`config.mk`:
```
export PLATFORM = sky130hd
export DESIGN_NAME = bcd_display_scan
export DESIGN_NICKNAME = d
export VERILOG_FILES = /design/src/rtl/bcd_disp_pkg.sv /design/src/rtl/bcd_to_seg7.sv /design/src/rtl/bcd_display_scan.sv
export SDC_FILE = /design/constraint.sdc
export NUM_CORES = 1
export LEC_CHECK = 0
export ABC_AREA = 1
export CORE_MARGIN = 2
export CORE_UTILIZATION = 50
export DETAILED_ROUTE_END_ITERATION = 8
export PLACE_DENSITY_LB_ADDON = 0.1
export SLEW_MARGIN = 20
export SYNTH_ARGS = -nofsm -noshare
export SYNTH_HDL_FRONTEND = slang
export SYNTH_SLANG_ARGS = --single-unit
```
`constraint.sdc`:
```
create_clock -name clk -period 1.93 [get_ports clk]
set_input_delay 0.193 -clock clk [delete_from_list [all_inputs] [get_ports clk]]
set_output_delay 0.193 -clock clk [all_outputs]
set_load 0.05 [all_outputs]
```
`src/rtl/bcd_disp_pkg.sv`:
```
// Shared types and constants for the BCD display scanner.
//   state_t   : scan FSM states (SHOW drives one digit, GAP keeps all dark)
//   SEG_*     : active-low segment patterns {g,f,e,d,c,b,a}
//   AN_OFF    : all anodes disabled (active-low)
//   SEG_LUT   : 16-entry code -> segment table; codes A-F map to a dash
package bcd_disp_pkg;

  typedef enum logic {
    SHOW = 1'b0,
    GAP  = 1'b1
  } state_t;

  localparam logic [6:0] SEG_BLANK = 7'h7F;
  localparam logic [6:0] SEG_DASH  = 7'h3F;
  localparam logic [3:0] AN_OFF    = 4'b1111;

  // Entry n sits at index n; leftmost element of the concatenation is index 15.
  localparam logic [15:0][6:0] SEG_LUT = {
    SEG_DASH, SEG_DASH, SEG_DASH, SEG_DASH, SEG_DASH, SEG_DASH,
    7'h10, 7'h00, 7'h78, 7'h02, 7'h12, 7'h19, 7'h30, 7'h24, 7'h79, 7'h40
  };

endpackage

```
`src/rtl/bcd_to_seg7.sv`:
```
// Combinational BCD to common-anode 7-segment decoder.
//   code  : 4-bit digit code (A-F are illegal and show a dash)
//   seg_c : active-low segments {g,f,e,d,c,b,a}
module bcd_to_seg7
  import bcd_disp_pkg::*;
(
  input  logic [3:0] code,
  output logic [6:0] seg_c
);

  assign seg_c = SEG_LUT[code];

endmodule

```
`src/rtl/bcd_display_scan.sv`:
```
// Snapshots four BCD digits on a load strobe and time-multiplexes them onto
// one common-anode 7-segment bus with a dark gap between digits.
//   clk, rst        : clock, synchronous active-high reset
//   load_i          : snapshot strobe, samples Qdata* at the edge
//   Qdata3_i..0_i   : BCD digits, 3 is most significant
//   an_o            : active-low anode enables, bit n selects digit n
//   seg_o           : active-low segments {g,f,e,d,c,b,a}
//   frame_o         : one-cycle pulse on the last cycle digit 3 is shown
// Optional macro LEADING_ZERO_BLANK_EN: leading zero digits 3..1 stay dark
// in their slots (digit 0 is always shown; slot timing is unchanged).
module bcd_display_scan
  import bcd_disp_pkg::*;
#(
  parameter int unsigned SCAN_DIV = 50000,
  parameter int unsigned GAP_CYC  = 8,
  parameter int unsigned CNT_W    = 16
) (
  input  logic       clk,
  input  logic       rst,
  input  logic       load_i,
  input  logic [3:0] Qdata3_i,
  input  logic [3:0] Qdata2_i,
  input  logic [3:0] Qdata1_i,
  input  logic [3:0] Qdata0_i,
  output logic [3:0] an_o,
  output logic [6:0] seg_o,
  output logic       frame_o
);

  localparam logic [CNT_W-1:0] SHOW_LAST = CNT_W'(SCAN_DIV - 1);
  localparam logic [CNT_W-1:0] GAP_LAST  = CNT_W'(GAP_CYC - 1);

  state_t            state, state_nxt;
  logic [CNT_W-1:0]  cnt, cnt_nxt;
  logic [1:0]        idx, idx_nxt;
  logic [3:0][3:0]   snap;
  logic [3:0]        an_nxt;
  logic [6:0]        seg_nxt;
  logic              frame_nxt;
  logic [6:0]        dec_c;
  logic              blank_c;

  // Single decoder on the currently selected snapshot digit.
  bcd_to_seg7 u_dec (
    .code  (snap[idx]),
    .seg_c (dec_c)
  );

`ifdef LEADING_ZERO_BLANK_EN
  // Blank when this digit and every more significant digit are zero.
  always_comb begin
    blank_c = 1'b0;
    case (idx)
      2'd3:    blank_c = (snap[3] == 4'd0);
      2'd2:    blank_c = (snap[3] == 4'd0) && (snap[2] == 4'd0);
      2'd1:    blank_c = (snap[3] == 4'd0) && (snap[2] == 4'd0) && (snap[1] == 4'd0);
      default: blank_c = 1'b0;
    endcase
  end
`else
  assign blank_c = 1'b0;
`endif

  // Next state and next registered outputs, derived from the present state.
  always_comb begin
    state_nxt = state;
    cnt_nxt   = cnt + CNT_W'(1);
    idx_nxt   = idx;
    an_nxt    = AN_OFF;
    seg_nxt   = SEG_BLANK;
    frame_nxt = 1'b0;
    case (state)
      SHOW: begin
        if (!blank_c) begin
          an_nxt  = ~(4'b0001 << idx);
          seg_nxt = dec_c;
        end
        if (cnt == SHOW_LAST) begin
          cnt_nxt   = '0;
          state_nxt = GAP;
          frame_nxt = (idx == 2'd3);
        end
      end
      GAP: begin
        if (cnt == GAP_LAST) begin
          cnt_nxt   = '0;
          idx_nxt   = idx + 2'd1;
          state_nxt = SHOW;
        end
      end
      default: state_nxt = SHOW;
    endcase
  end

  // State, snapshot and output registers.
  always_ff @(posedge clk) begin
    if (rst) begin
      state   <= SHOW;
      cnt     <= '0;
      idx     <= 2'd0;
      snap    <= '0;
      an_o    <= AN_OFF;
      seg_o   <= SEG_BLANK;
      frame_o <= 1'b0;
    end else begin
      state   <= state_nxt;
      cnt     <= cnt_nxt;
      idx     <= idx_nxt;
      an_o    <= an_nxt;
      seg_o   <= seg_nxt;
      frame_o <= frame_nxt;
      if (load_i) snap <= {Qdata3_i, Qdata2_i, Qdata1_i, Qdata0_i};
    end
  end

endmodule

```
==> out/qor.yml <==
status: "finished, final reports clean"
cts_tree: "yes"
stdcell_area_sq_um: 2590
die_y_um: 69.6
synthMuxAreaShare: 0
hold_path.class: "primary input to register"
worstRegToRegCells: 10
synthSimpleGateAreaFrac: 0.365
fin_skew_ns: 0.00478
viasPerCell: 4.86
vias: 1881
ctsResizeCount: 0
hold_path_end: "snap[7]"
drcViolationCount: 0
clk_pin_slew_ns: 0.08
grt_pass1_vias: 1716
grtUsageTotal: 0.193
area_growth_pct: 20.5
reg2reg_to: "seg_o[5]"
globalplace.congestion: 0.864
hold_buffers: 0
maxCapViolations: 0
ys.warnings.count: 0
grt_pass1_wl_um: 7670
drtIter0Drc: 106
fin_crit_ns: 1.63
dieWidth_um: 69.6
core-area_sq_um: 4090
firstDrtPassIters: 4
synthAdderAreaFrac: 0.0581
critical_path.max_fanout: 10
cts_made_buffers: 5
r2r_start: "idx[0]"
post_cts_buffers: 0
critical_path.endpoint_type: "register"
leakagePower_nw: 1.11
nNetsFinal: 365
wire_per_inst_um: 11.2
clk_path_buf_depth: 2
placed_area_sq_um: 2510
antenna_found_initial: 0
synthXorXnorAreaFrac: 0.0325
timing.final.crit_share: 0.842
ant_nets: 0
placementRows: 23
io_pins: 31
power-per-cell-area_nw_per_um2: 716
fin_tns_setup_ns: 0
synthCells: 301
finalSetupViolCount: 0
grt_max_degree: 17
die_area_sq_um: 4850
synth_compound_area_frac: 0.0500
finalMaxSlewViolations: 0
syn_area_sq_um: 2150
drt_wl_total_um: 4340
start_kind: "register"
clock_latency_ns: 0.30
worstPathRequired_ns: 2.12
slew_headroom: 0.671
hold_depth: 3
r2r_slack_ns: 0.30
rsz0062_at_grt: "false"
hold_violations: 0
synth_top_family_by_area: "simple AND/OR/NAND/NOR gates"
start_util: 0.527
drive_gt1_frac: 0.0742
avgSynthCellArea_sq_um: 7.15
clock_sinks: 47
n_antenna_cell: 0
hpwl_um: 3230
synth_nets: 330
overflow: 0
ys_ff_latch: 47
seq_area_frac_synth: 0.437
placement.io_buffers: 30
crit_arrival_ns: 1.81
clock.fmax_mhz: 615
worstSetupPathType: "register to register"
cts_root_buf: "clkbuf_8"
htree_num_levels: 2
synth.distinct_cells: 21
worstMarginPinSlew_ns: 0.491
holdCritStartpoint: "Qdata1_i[3]"
ir_drop_uv: 356
-- logic make-up (layout without fill, tap and decap cells) --
group / count (synthesis) / in the layout
AND/OR/NAND/NOR: 186 / 186
buffers and inverters: 29 / 65
adder cells (fa/ha/maj): 10 / 10
flip-flops: 47 / 47
XOR/XNOR: 8 / 8
AO/OA/AOI/OAI: 21 / 21
-- worst max-delay path, stage by stage (launching register included) --
cell	delay, ns
dfxtp_1	0.45
inv_2	0.13
nand2_1	0.09
nand3_1	0.07
nand2_1	0.17
inv_1	0.10
ha_1	0.21
inv_1	0.05
nand3_1	0.09
nand3_1	0.09
nand3_1	0.07
-- synthesized netlist by cell type --
cell,instances,area (sq um)
nor2_1,75,282
nand2_1,66,248
dfxtp_1,47,941
nand3_1,29,145
inv_1,19,71.3
o21ai_0,16,80.1
ha_1,10,125
xor2_1,8,70.1
buf_2,4,20.0
nand2_2,4,25.0
nand3_2,4,40.0
a21oi_1,3,15.0
inv_2,3,11.3
nand4_1,3,18.8
nor2_2,3,18.8
nor3_1,2,10.0
buf_6,1,11.3
clkbuf_1,1,3.75
clkbuf_2,1,5.00
o21ai_1,1,5.00
o21bai_1,1,7.51
-- power by group --
group | leakage [nW] | switching (mW) | internal [mW]
logic | 0.685 | 0.147 | 0.103
clock network | 0.0422 | 0.317 | 0.255
registers | 0.386 | 0.0229 | 1.01
-- metal layers --
metal	vias to the layer above	part of all wire	global-route usage
met5	-	0	0
met4	0	0.016	0.0748
met3	7	0.046	0.0494
met2	45	0.40	0.278
met1	811	0.53	0.276
li1	1018	-	-
-- area by class of cell --
type	instances	area (sq um)
flip-flops and latches	47	941
clock inverters	1	5.00
clock buffers	7	76.3
well taps	50	62.6
inverters	22	82.6
multi-input cells	225	1090
fillers	394	1490
repair buffers	35	338
-- stage by stage --
step                       util  hold WS (ns)  setup slack [ns]  total power [mW]  cells
final                     0.635         0.468             0.305              1.86    387
after global routing      0.635         0.460             0.106              1.94    387
after CTS                 0.635         0.465             0.291              1.87    387
after detailed placement  0.615         0.469             0.313              1.31    379
after global placement    0.615         0.453             0.426              1.31    379
after floorplan               -         0.328             0.552              1.21    301
-- state kept, by name, summed over array words and instances, names as in the netlist --
name     flops
an_o         4
seg_o        7
state        1
frame_o      1
snap        16
cnt         16
idx          2
-- cells in the final DEF, fill, tap and decap left out --
cell,instances
a21oi_1,3
buf_4,5
clkbuf_1,2
clkbuf_8,5
clkdlybuf4s50_1,30
clkinv_2,1
dfxtp_1,47
ha_1,10
inv_1,19
inv_2,3
nand2_1,66
nand2_2,4
nand3_1,29
nand3_2,4
nand4_1,3
nor2_1,75
nor2_2,3
nor3_1,2
o21ai_0,16
o21ai_1,1
o21bai_1,1
xor2_1,8
-- worst max path at each step --
stage | start | to | slack [ns] | cells after the start
2_1_floorplan | idx[0] | seg_o[5] | 0.55 | 10
3_3_place_gp | idx[1] | seg_o[3] | 0.43 | 7
3_5_place_dp | idx[0] | seg_o[5] | 0.31 | 10
4_1_cts | idx[0] | seg_o[5] | 0.29 | 10
5_1_grt | idx[0] | seg_o[5] | 0.11 | 10
6_report | idx[0] | seg_o[5] | 0.30 | 10
Power figures use the tool's default switching activity.
